### config.mk
export PLATFORM = sky130hd
export DESIGN_NAME = lsu
export DESIGN_NICKNAME = d
export VERILOG_FILES = /design/src/rtl/lsu.sv
export SDC_FILE = /design/constraint.sdc
export NUM_CORES = 1
export LEC_CHECK = 0
export ABC_AREA = 1
export CAP_MARGIN = 0
export CORE_MARGIN = 2
export CORE_UTILIZATION = 47
export DETAILED_ROUTE_END_ITERATION = 16
export PLACE_DENSITY = 0.95
export SLEW_MARGIN = 15
export SYNTH_ARGS = -nofsm -noshare
export SYNTH_HDL_FRONTEND = slang
export SYNTH_SLANG_ARGS = --single-unit
export TNS_END_PERCENT = 10
### constraint.sdc
create_clock -name clk -period 5.3 [get_ports clk]
set_input_delay 0.53 -clock clk [delete_from_list [all_inputs] [get_ports clk]]
set_output_delay 0.53 -clock clk [all_outputs]
set_load 0.01 [all_outputs]
### src/rtl/lsu.sv
// Load/store unit for the memory stage: one req/ack data-memory transaction per
// accepted request, with byte-enable generation, store lane replication and load extension.
module lsu #(
  parameter int DATA_WIDTH = 32
) (
  input  logic                  clk,
  input  logic                  reset,
  input  logic                  Start,
  input  logic                  MemRead,
  input  logic                  MemWrite,
  input  logic [2:0]            Funct3,
  input  logic [DATA_WIDTH-1:0] ALUResult,
  input  logic [DATA_WIDTH-1:0] StoreData,
  output logic                  Busy,
  output logic                  Done,
  output logic                  Fault,
  output logic [DATA_WIDTH-1:0] LoadData,
  output logic                  MemReq,
  output logic                  MemWe,
  output logic [DATA_WIDTH-1:0] MemAddr,
  output logic [3:0]            MemBE,
  output logic [DATA_WIDTH-1:0] MemWData,
  input  logic [DATA_WIDTH-1:0] MemRData,
  input  logic                  MemAck
);

  typedef enum logic [1:0] {
    IDLE = 2'd0,
    WAIT = 2'd1,
    DONE = 2'd2
  } state_t;

  state_t                state_q, state_d;
  logic                  busy_q, busy_d;
  logic                  done_q, done_d;
  logic                  fault_q, fault_d;
  logic [DATA_WIDTH-1:0] load_data_q, load_data_d;
  logic                  mem_req_q, mem_req_d;
  logic                  mem_we_q, mem_we_d;
  logic [DATA_WIDTH-1:0] mem_addr_q, mem_addr_d;
  logic [3:0]            mem_be_q, mem_be_d;
  logic [DATA_WIDTH-1:0] mem_wdata_q, mem_wdata_d;
  logic                  is_load_q, is_load_d;
  logic [2:0]            funct3_q, funct3_d;
  logic [1:0]            off_q, off_d;

  logic [1:0]            off;
  logic [1:0]            sz;
  logic                  misalign;
  logic                  bad_f3;
  logic [3:0]            be;
  logic [DATA_WIDTH-1:0] wdata;
  logic [DATA_WIDTH-1:0] shifted;
  logic [DATA_WIDTH-1:0] ext;

  // Request decode on the live inputs; only consumed when a request is accepted.
  always_comb begin
    off      = ALUResult[1:0];
    sz       = Funct3[1:0];
    misalign = ((sz == 2'b01) && off[0]) || ((sz == 2'b10) && (off != 2'b00));
    // Width code 11 has no RV32I encoding for either direction.
    bad_f3   = MemRead ? ((sz == 2'b11) || (Funct3 == 3'b110))
                       : (Funct3[2] || (sz == 2'b11));
    be       = 4'b1111;
    wdata    = StoreData;
    case (sz)
      2'b00: begin
        be    = 4'b0001 << off;
        wdata = {4{StoreData[7:0]}};
      end
      2'b01: begin
        be    = 4'b0011 << off;
        wdata = {2{StoreData[15:0]}};
      end
      default: begin
        be    = 4'b1111;
        wdata = StoreData;
      end
    endcase
    if (MemRead) begin
      wdata = '0;
    end
  end

  always_comb begin
    shifted = MemRData >> {off_q, 3'b000};
    case (funct3_q)
      3'b000:  ext = {{(DATA_WIDTH-8){shifted[7]}}, shifted[7:0]};
      3'b001:  ext = {{(DATA_WIDTH-16){shifted[15]}}, shifted[15:0]};
      3'b100:  ext = {{(DATA_WIDTH-8){1'b0}}, shifted[7:0]};
      3'b101:  ext = {{(DATA_WIDTH-16){1'b0}}, shifted[15:0]};
      default: ext = shifted;
    endcase
  end

  always_comb begin
    state_d     = state_q;
    busy_d      = busy_q;
    done_d      = done_q;
    fault_d     = fault_q;
    load_data_d = load_data_q;
    mem_req_d   = mem_req_q;
    mem_we_d    = mem_we_q;
    mem_addr_d  = mem_addr_q;
    mem_be_d    = mem_be_q;
    mem_wdata_d = mem_wdata_q;
    is_load_d   = is_load_q;
    funct3_d    = funct3_q;
    off_d       = off_q;

    case (state_q)
      IDLE: begin
        if (Start && (MemRead ^ MemWrite)) begin
          busy_d      = 1'b1;
          mem_we_d    = MemWrite;
          mem_addr_d  = {ALUResult[DATA_WIDTH-1:2], 2'b00};
          mem_be_d    = be;
          mem_wdata_d = wdata;
          is_load_d   = MemRead;
          funct3_d    = Funct3;
          off_d       = off;
          if (misalign || bad_f3) begin
            state_d     = DONE;
            done_d      = 1'b1;
            fault_d     = 1'b1;
            load_data_d = '0;
          end else begin
            state_d   = WAIT;
            mem_req_d = 1'b1;
          end
        end
      end
      WAIT: begin
        if (MemAck) begin
          state_d   = DONE;
          mem_req_d = 1'b0;
          done_d    = 1'b1;
          if (is_load_q) begin
            load_data_d = ext;
          end
        end
      end
      DONE: begin
        state_d = IDLE;
        busy_d  = 1'b0;
        done_d  = 1'b0;
        fault_d = 1'b0;
      end
      default: begin
        state_d   = IDLE;
        busy_d    = 1'b0;
        done_d    = 1'b0;
        fault_d   = 1'b0;
        mem_req_d = 1'b0;
      end
    endcase
  end

  always_ff @(posedge clk or posedge reset) begin
    if (reset) begin
      state_q     <= IDLE;
      busy_q      <= 1'b0;
      done_q      <= 1'b0;
      fault_q     <= 1'b0;
      load_data_q <= '0;
      mem_req_q   <= 1'b0;
      mem_we_q    <= 1'b0;
      mem_addr_q  <= '0;
      mem_be_q    <= '0;
      mem_wdata_q <= '0;
      is_load_q   <= 1'b0;
      funct3_q    <= '0;
      off_q       <= '0;
    end else begin
      state_q     <= state_d;
      busy_q      <= busy_d;
      done_q      <= done_d;
      fault_q     <= fault_d;
      load_data_q <= load_data_d;
      mem_req_q   <= mem_req_d;
      mem_we_q    <= mem_we_d;
      mem_addr_q  <= mem_addr_d;
      mem_be_q    <= mem_be_d;
      mem_wdata_q <= mem_wdata_d;
      is_load_q   <= is_load_d;
      funct3_q    <= funct3_d;
      off_q       <= off_d;
    end
  end

  assign Busy     = busy_q;
  assign Done     = done_q;
  assign Fault    = fault_q;
  assign LoadData = load_data_q;
  assign MemReq   = mem_req_q;
  assign MemWe    = mem_we_q;
  assign MemAddr  = mem_addr_q;
  assign MemBE    = mem_be_q;
  assign MemWData = mem_wdata_q;

endmodule

==> Word-level counts from Yosys, hierarchy flattened <==
Cells that the tools add are included.
{ "totals": {"word_cells": 77, "latchBits": 0, "input_bits": 105, "mem_bits_rw": 0, "romBits": 0, "output_inout_bits": 105, "mem_count": 0, "register_bits": 111} }
{ "classes": {"n_addsub": 0, "muxes": 25, "n_div": 0, "n_shift": 3, "order_cmp": 0, "n_reduce_logical": 19, "n_mul": 0, "eq_ne": 14, "n_bitwise": 3} }
{ "op_table": {"columns": ["cell", "n"], "rows": [
  ["$mux W32", 5],
  ["$pmux W32 S2", 2],
  ["$pmux W32 S4", 1],
  ["$shr A32 B5 Y32", 1],
  ["$ne A2 B2 Y1 const B", 5],
  ["$eq A3 B3 Y1 const B", 3],
  ["$mux W1", 8],
  ["$pmux W4 S2", 1],
  ["$eq A2 B2 Y1 const B", 3],
  ["$mux W2", 3],
  ["$pmux W1 S2", 3],
  ["$reduce_and A2 Y1", 3],
  ["$reduce_and A3 Y1", 2],
  ["$reduce_and A5 Y1", 1],
  ["$eq A2 B1 Y1 const B", 2],
  ["$logic_not A2 Y1", 2],
  ["$logic_or A1 B1 Y1", 4],
  ["$pmux W2 S2", 1],
  ["$reduce_and A4 Y1", 1],
  ["$reduce_bool A2 Y1", 2],
  ["$shl A1 B2 Y4 const A", 1],
  ["$shl A2 B2 Y4 const A", 1],
  ["$eq A3 B1 Y1 const B", 1],
  ["$logic_and A1 B1 Y1", 3],
  ["4 further kinds", 5]
]} }

==> Longest topological paths before layout <==
{ "logic_depth": {"depth_word": 7, "mapped_depth": 10, "depth_no_buf": 9} }

==> Worst setup path after synthesis <==
OpenSTA, ideal clock, no wires.
{ "synth_path": {"path_type": "input to register", "from": "input Funct3[1]", "to": "register load_data_q[17] (netlist: LoadData[17])", "path_buffers": 2, "setup_slack_ns": 3.808, "required_ns": 5.177, "t_arrival_ns": 1.369, "stages": 8, "setup_time_ns": 0.123, "cell_sequence": "inv_2 nand3_1 nand3_1 nand4_2 buf_6 buf_6 nand2_1 o21ai_1"} }
{ "synth_via": {"elab_chain_len": 6, "word_cells_on_any_way": 13, "classes_between": "eq/ne (5); mux (1); reduce/logical (7)"} }
{ "synth_rtl": {"columns": ["element", "line_no", "source"], "rows": [
  ["from (decl)", "11", "input logic [2:0] Funct3,"],
  ["$eq A3 B3 Y1, or another cell as far along", "62", "bad_f3 = MemRead ? ((sz == 2'b11) || (Funct3 == 3'b110))"],
  ["$logic_or A1 B1 Y1, or another cell as far along", "62", null],
  ["$mux W1 / $logic_or A1 B1 Y1 (equally long branches)", "62, 60", null],
  ["$logic_or A1 B1 Y1 (*)", "122", "if (misalign || bad_f3) begin"],
  ["$ne A2 B2 Y1 (no line) (*)", null, null],
  ["$reduce_and A5 Y1 (no line) (*)", null, null],
  ["to (signal assigned)", "179", "load_data_q <= load_data_d;"],
  ["to (decl)", "37", "logic [DATA_WIDTH-1:0] load_data_q, load_data_d;"]
]} }
Mark *: on every way between the ends. The rest lies on a longest branch, timed or not.
A chain may end at the register's enable or synchronous reset.

==> Final worst setup path <==
{ "layout_path": {"from": "input Funct3[1]", "to": "register load_data_q[6] (netlist: LoadData[6])"} }
The elaborated chain is that of the path after synthesis.

==> impl_summary.md <==
Critical path
The number of cells on the worst reg-to-reg path is 9. Counting both buffers and inverters, the worst setup path holds a total of 3. The endpoint arrival time on the critical path is 3.39 ns. The highest fanout seen on the critical path is 44. Traced cell by cell, the critical path runs through clkdlybuf4s50_1, inv_2, nand3_1, nand3_1, nand4_2, buf_4, nand2_1, o21ai_1. The launch instance of the worst register-to-register path is state_q[0]. The cell with the largest stage delay on the worst path is nand4_2.

The element type at the critical path start is an input port. Broken down by cell family, the worst path's largest delay share belongs to buffers and inverters. The peak per-stage delay on the critical path is 0.80 ns. The classification of the worst setup path is in -> reg. The worst register-to-register path has a setup slack of 2.62 ns.

In this design, the critical path's most frequently occurring cell is nand3_1. The endpoint of the worst register-to-register path is LoadData[6]. The endpoint kind of the worst setup timing path is a flop. The required time reported for the critical path endpoint is 5.50 ns.

CTS
The number of buffers created by CTS is 9. The tree is rooted in a clkbuf_16. The number of clock sinks is 111. At the later pin of the worst-skew pair, clock insertion delay measures 0.34 ns.

The CTS clock-pin slew for the worst setup and hold paths is 0.08 ns. The number of hold buffers added after CTS was 0. CTS built an H-tree with a depth of 3. The buffer depth of the longest clock path is 2. TritonCTS built the clock tree. The post-CTS repair timing setup buffer count is 0. The post-cts repair resize count is 0.

Min path
The type of the most critical hold path is reg -> reg. In this run the most critical hold path is launched from Busy. The endpoint of the worst hold-timing path is Busy. The hold-critical path depth is 2.

Routing
In the final routed layout, each cell accounts on average for 15.5 µm. In the routed layout, each cell is associated on average with a via count of 5.30. Summed over all layers, the routed wires come to 15.6 mm.

The remaining antenna violation count is 0. The number of DRC violations after detailed-routing iteration 0 is 460. The first-pass iteration count of the detailed router is 5. The number of DRC violations after detailed routing is 0.

The routed via count is 5,344.

Timing
The final period demand of the worst path is 3.19 ns. The smallest setup slack after layout is 2.11 ns. The final period utilization is 0.602. The final-report setup violation count is 0. The number of pins with negative max-slew slack in the final report is 0. The final setup skew is 0.0113 ns. Timing would allow up to 313 MHz. The number of endpoints with negative hold slack in the final report is 0. The worst hold slack is 0.482 ns. For the final routed database, the setup TNS stands at 0 ns. Headroom to the max-slew limit came out at 0.303. Setup repair after global routing left no endpoint under its margin. At the pin with the least slew margin, the transition time is 1.04 ns.

Placed design
At the end of routability-driven placement, the weighted congestion stood at 0.870. The count of input and output buffers is 207. After legalization and detailed placement, the total HPWL measured 11.3 mm. The worst-case setup slack after placement is 1.79 ns.

Power and ir drop
Cell internal power was estimated by the tool at 2.58 mW. Of the total power, the share spent switching nets is 0.401. In this run the static leakage power is 3.57 nW. Of the total power, registers draw 0.358. The areal power density over the cells is 558 mW/mm². The share of total power dissipated in combinational logic is 0.483. The switching power is 1.72 mW. The share of total power dissipated in the clock network is 0.160.

The overall power after layout is 4.30 mW. VDD sags by at most 0.325 mV.

Synth
The number of register bits inferred by synthesis is 111. Synthesis produced a netlist whose cell count is 685. In the post-synthesis netlist, the biggest area contributors are dfrtp_1 (52%), nand2_1 (20%), o21ai_1 (5.2%). The register area share after synthesis is 0.520. The summed instance area of the synthesized netlist is 0.00534 mm². The dominant cell type by area after synthesis is dfrtp_1. The synthesized area per cell is 7.80 µm². Yosys mapped the design onto 23 distinct sky130hd cell types. The total number of yosys warnings is 0.

The proportion of netlist area held by the largest area contributor is 0.520.

Die
For this design the top-level I/O count stands at 210. The die footprint is 0.0122 mm². After floorplanning, the core was divided into 38 placement rows. The y dimension of the die is 111 µm. The die is 111 µm wide. For this configuration, the core starts out at a cell density of 0.487. The floorplan core area is 0.0110 mm².

GRT
The number of global-route vias before repair is 5,213. Entering global routing, the biggest net connects 94 pins. The global-route wire length before repair is 25.6 mm. The sum of overflow across all layers after global routing is 0.

The global routing usage summed across all routing layers is 0.257. The initial antenna violation count is 0.

Final layout
The share of the core filled with cells in the final layout is 0.701. 0 antenna diodes ended up in the layout. The top cell types in the final layout, fill and taps aside, are nand2_1 (287), clkdlybuf4s50_1 (207), dfrtp_1 (111), o21ai_1 (55), a21oi_1 (42). Relative to the synthesized area, the layout overhead comes to 44.1%. The proportion of layout cells with a drive suffix above 1 is 0.0460. The net count of the finished layout is 969. The library cell used most frequently in the layout, excluding fill and tap cells, is nand2_1.

Run
The max-capacitance violation count is 0.

Status
The flow ran to the end, and the final reports show no timing, DRC or antenna violations.
-- kinds of logic (layout without fill, tap and decap cells) --
group | Yosys count | count (layout) | share of synthesized area
and+or+nand+nor | 337 | 337 | 0.247
AOI/OAI and AO/OA | 156 | 156 | 0.164
DFF | 111 | 111 | 0.520
buffers and inverters | 80 | 263 | 0.0686
other | 1 | 2 | 0.000702
-- per-layer routing --
layer	wire, µm	track usage	vias up
met5	0	0	-
met4	331	0.0708	0
met3	1420	0.0675	30
met2	7380	0.422	308
met1	6460	0.338	2430
li1	-	-	2576
-- worst register-to-register path: cells and delay by family, from the launching register on --
family | cells | cell delay [ns]
DFF | 1 | 0.42
AOI/OAI and AO/OA | 1 | 0.06
buffers and inverters | 4 | 1.05
and+or+nand+nor | 4 | 1.02
-- final cells by class --
class,instances,area [µm²]
clock buffer,9,225
timing repair buffer,210,2090
multi-input combinational,495,2210
sequential,111,2780
tap,140,175
inverter,37,141
clock inverter,7,81.3
fill,866,3280
-- power groups by stage --
stage | sequential [mW] | combinational, mW | clock [mW]
detailed placement | 1.53 | 2.08 | 0
finish | 1.54 | 2.08 | 0.687
global route | 1.59 | 2.28 | 0.739
CTS | 1.53 | 2.08 | 0.701
global placement | 1.53 | 2.02 | 0
floorplan | 1.63 | 0.972 | 0
-- registers in the layout (all words and copies together) (netlist names) --
signal	cells
LoadData	32
off_q	2
MemWe	1
is_load_q	1
Done	1
MemReq	1
MemBE	4
MemAddr	30
Fault	1
funct3_q	3
MemWData	32
Busy	1
state_q	2
-- cells in the mapped netlist (all sizes together) --
library cell	count
buf	29
nand4	1
nor3	1
o31ai	2
clkbuf	14
a21oi	42
o21ai	75
nor2	30
nand2	288
nand3	17
inv	37
conb	1
dfrtp	111
o211ai	36
a31oi	1
-- stage by stage --
stage / instance area, µm² / cells
floorplan: 5350 / 686
global placement: 7390 / 993
detailed placement: 7390 / 993
CTS: 7700 / 1009
global route: 7700 / 1009
finish: 7700 / 1009
-- how the worst max path moves through the flow --
stage	from	to	slack (ns)	cells after the start
floorplan	reset	Busy	1.84	1
global route	Funct3[1]	LoadData[6]	1.83	8
CTS	Funct3[1]	LoadData[6]	2.14	8
finish	Funct3[1]	LoadData[6]	2.11	8
global placement	Funct3[1]	LoadData[6]	1.89	8
detailed placement	Funct3[1]	LoadData[6]	1.79	8
Note: power is estimated with default switching activity, not from simulation.
==> RTL change (same flow settings) <==
Put one more register stage on the output `Fault`. The value now appears one clock later. The other outputs are not delayed to match.
--- a/src/rtl/lsu.sv
+++ b/src/rtl/lsu.sv
@@ -190,7 +190,9 @@
 
   assign Busy     = busy_q;
   assign Done     = done_q;
-  assign Fault    = fault_q;
+  always_ff @(posedge clk) begin
+    Fault <= fault_q;
+  end
   assign LoadData = load_data_q;
   assign MemReq   = mem_req_q;
   assign MemWe    = mem_we_q;
Check against the original RTL: not equivalent (Yosys sat finds a counterexample within 4 cycles, from zero or initial values and one cycle with reset high).
==> RTL change against the unedited design <==
  * Hold slack got worse by 0.11 ns
  * Global-route usage fell by 0.71 points
  * Cell area fell by 0.28%
  * Sequential cell count rose by 1
  * First-iteration DRC count fell by 13%
  * Area after synthesis rose by 0.37%
  * Wire length fell by 0.61%
  * Setup slack improved by 0.64 ns
  * Synthesized cell count rose by 0.15%
  * Power fell by 1.4%
  * Count of clock-buffer cells in the layout rose by 1
  * Fmax rose by 25%
  * Critical endpoint is now LoadData[27]
  * Highest routed layer unchanged
==> RTL change: results (changes against the unedited design) <==
Status
  • Outcome: completed (unchanged)

Synthesis
  • Syn avg cell area: 7.82 µm² (was 7.80 µm²)
  • Register area share after synthesis: 52.2% (was 52.0%)
  • Ys async rst share: 99.1% (was 100%)
  • Synth area leaders: dfrtp_1 (52%), nand2_1 (20%), o21ai_1 (5.1%), o211ai_1 (5.0%), a21oi_1 (3.9%) (was dfrtp_1 (52%), nand2_1 (20%), o21ai_1 (5.2%), o211ai_1 (5.1%), a21oi_1 (3.9%))
  • Ys Warns: 0 (unchanged)
  • Synth Area in Compound Gates: 16.4% (about the same)
  • Adder-Cell Fraction of Synth Area: 0% (unchanged)
  • Post-synth cell types: 24 (was 23)
  • Main synth FF type: dfrtp_1 (unchanged)

Drt
  • Met3 WL: 1490 µm (was 1420 µm)
  • WL/cell: 15.3 µm (was 15.5 µm)
  • 1st-iter DRT viols: 398 (was 460)
  • Met2 wire len: 7280 µm (was 7380 µm)
  • Vias: 5335 (was 5344)
  • Drt via density: 5.27 (was 5.30)
  • Metal-1 WL: 6320 µm (was 6460 µm)

GRT
  • Vias in the first global route: 5011 (was 5213)
  • Global-route wire length before repair: 24600 µm (was 25600 µm)
  • GR Util All Layers: 24.9% (was 25.7%)

Placed design
  • Post-DP HPWL: 11100 µm (was 11300 µm)
  • GP Congestion: 0.877 (was 0.870)
  • Pre-CTS WS: 2.50 ns (was 1.79 ns)
  • Placed cell area: 7420 µm² (was 7390 µm²)
  • Buffers on Ports: 207 (unchanged)
  • Placed cell count: 997 (was 993)

Layout
  • Fillers: 876 (was 866)
  • Layout Nets: 970 (was 969)
  • Fraction of layout cells with a size suffix above 1: 4.37% (was 4.60%)

Setup path
  • CP Data Arrival Time: 2.75 ns (was 3.39 ns)
  • Crit Path Category: reg2reg (was in2reg)
  • Critical path's slowest cell: dfrtp_1 (was nand4_2)
  • CP max stage delay: 0.84 ns (was 0.80 ns)
  • RR Startpoint: off_q[0] (was state_q[0])
  • Critical Path Fanout Max: 40 (was 44)
  • Terminus of the critical flop-to-flop path: LoadData[27] (was LoadData[6])
  • FF-to-FF path depth: 7 (was 9)

Power
  • Max VDD drop: 0.402 mV (was 0.325 mV)
  • Leak Pwr: 3.56 nW (was 3.57 nW)
  • Clock share of power: 14.6% (was 16.0%)
  • Sw Ratio: 39.5% (was 40.1%)
  • Sw Pwr: 1.68 mW (was 1.72 mW)

CTS
  • Clk slew on worst S/H paths: 0.07 ns
  • Setup bufs post-CTS: 0 (unchanged)

Timing
  • Worst setup margin: 2.75 ns (was 2.11 ns)
  • Min Hold Slack: 0.371 ns (was 0.482 ns)
  • Setup Skew: 0.00707 ns (was 0.0113 ns)
  • Slew Limit Headroom: 40.0% (was 30.3%)

Hold path
  • Hold Path End: Fault (was Busy)
  • Hold path start: fault_q (was Busy)
  • Min-Delay Path Depth: 0 (was 2)

Die
  • Initial Util: 47.6% (was 48.7%)
==> RTL change: worst max-delay path, delay by kind of cell (launching register included) <==
family	cells	cell delay, ns
flip-flops	1	0.84
AO/OA/AOI/OAI	1	0.08
buffers and inverters	1	0.48
AND/OR/NAND/NOR	5	1.01
==> RTL change: cells by family after synthesis <==
logic type | Yosys count
buffers and inverters | 80
AO/OA/AOI/OAI | 156
flip-flops | 112
AND/OR/NAND/NOR | 337
other | 1
==> RTL change: area by class of cell <==
type                       count  area (µm²)  area share, %
multi-input combinational    495        2210           28.7
clock buffer                  10         229           2.98
timing repair buffer         210        2090           27.3
inverter                      37         141           1.84
tap                          143         179           2.33
sequential                   112        2800           36.4
clock inverter                 5        32.5          0.424
==> RTL change: per-layer routing <==
metal | vias up | global-route usage, %
met5 | - | 0
li1 | 2578 | -
met1 | 2447 | 31.8
met4 | 0 | 10.2
met2 | 274 | 40.7
met3 | 36 | 6.45
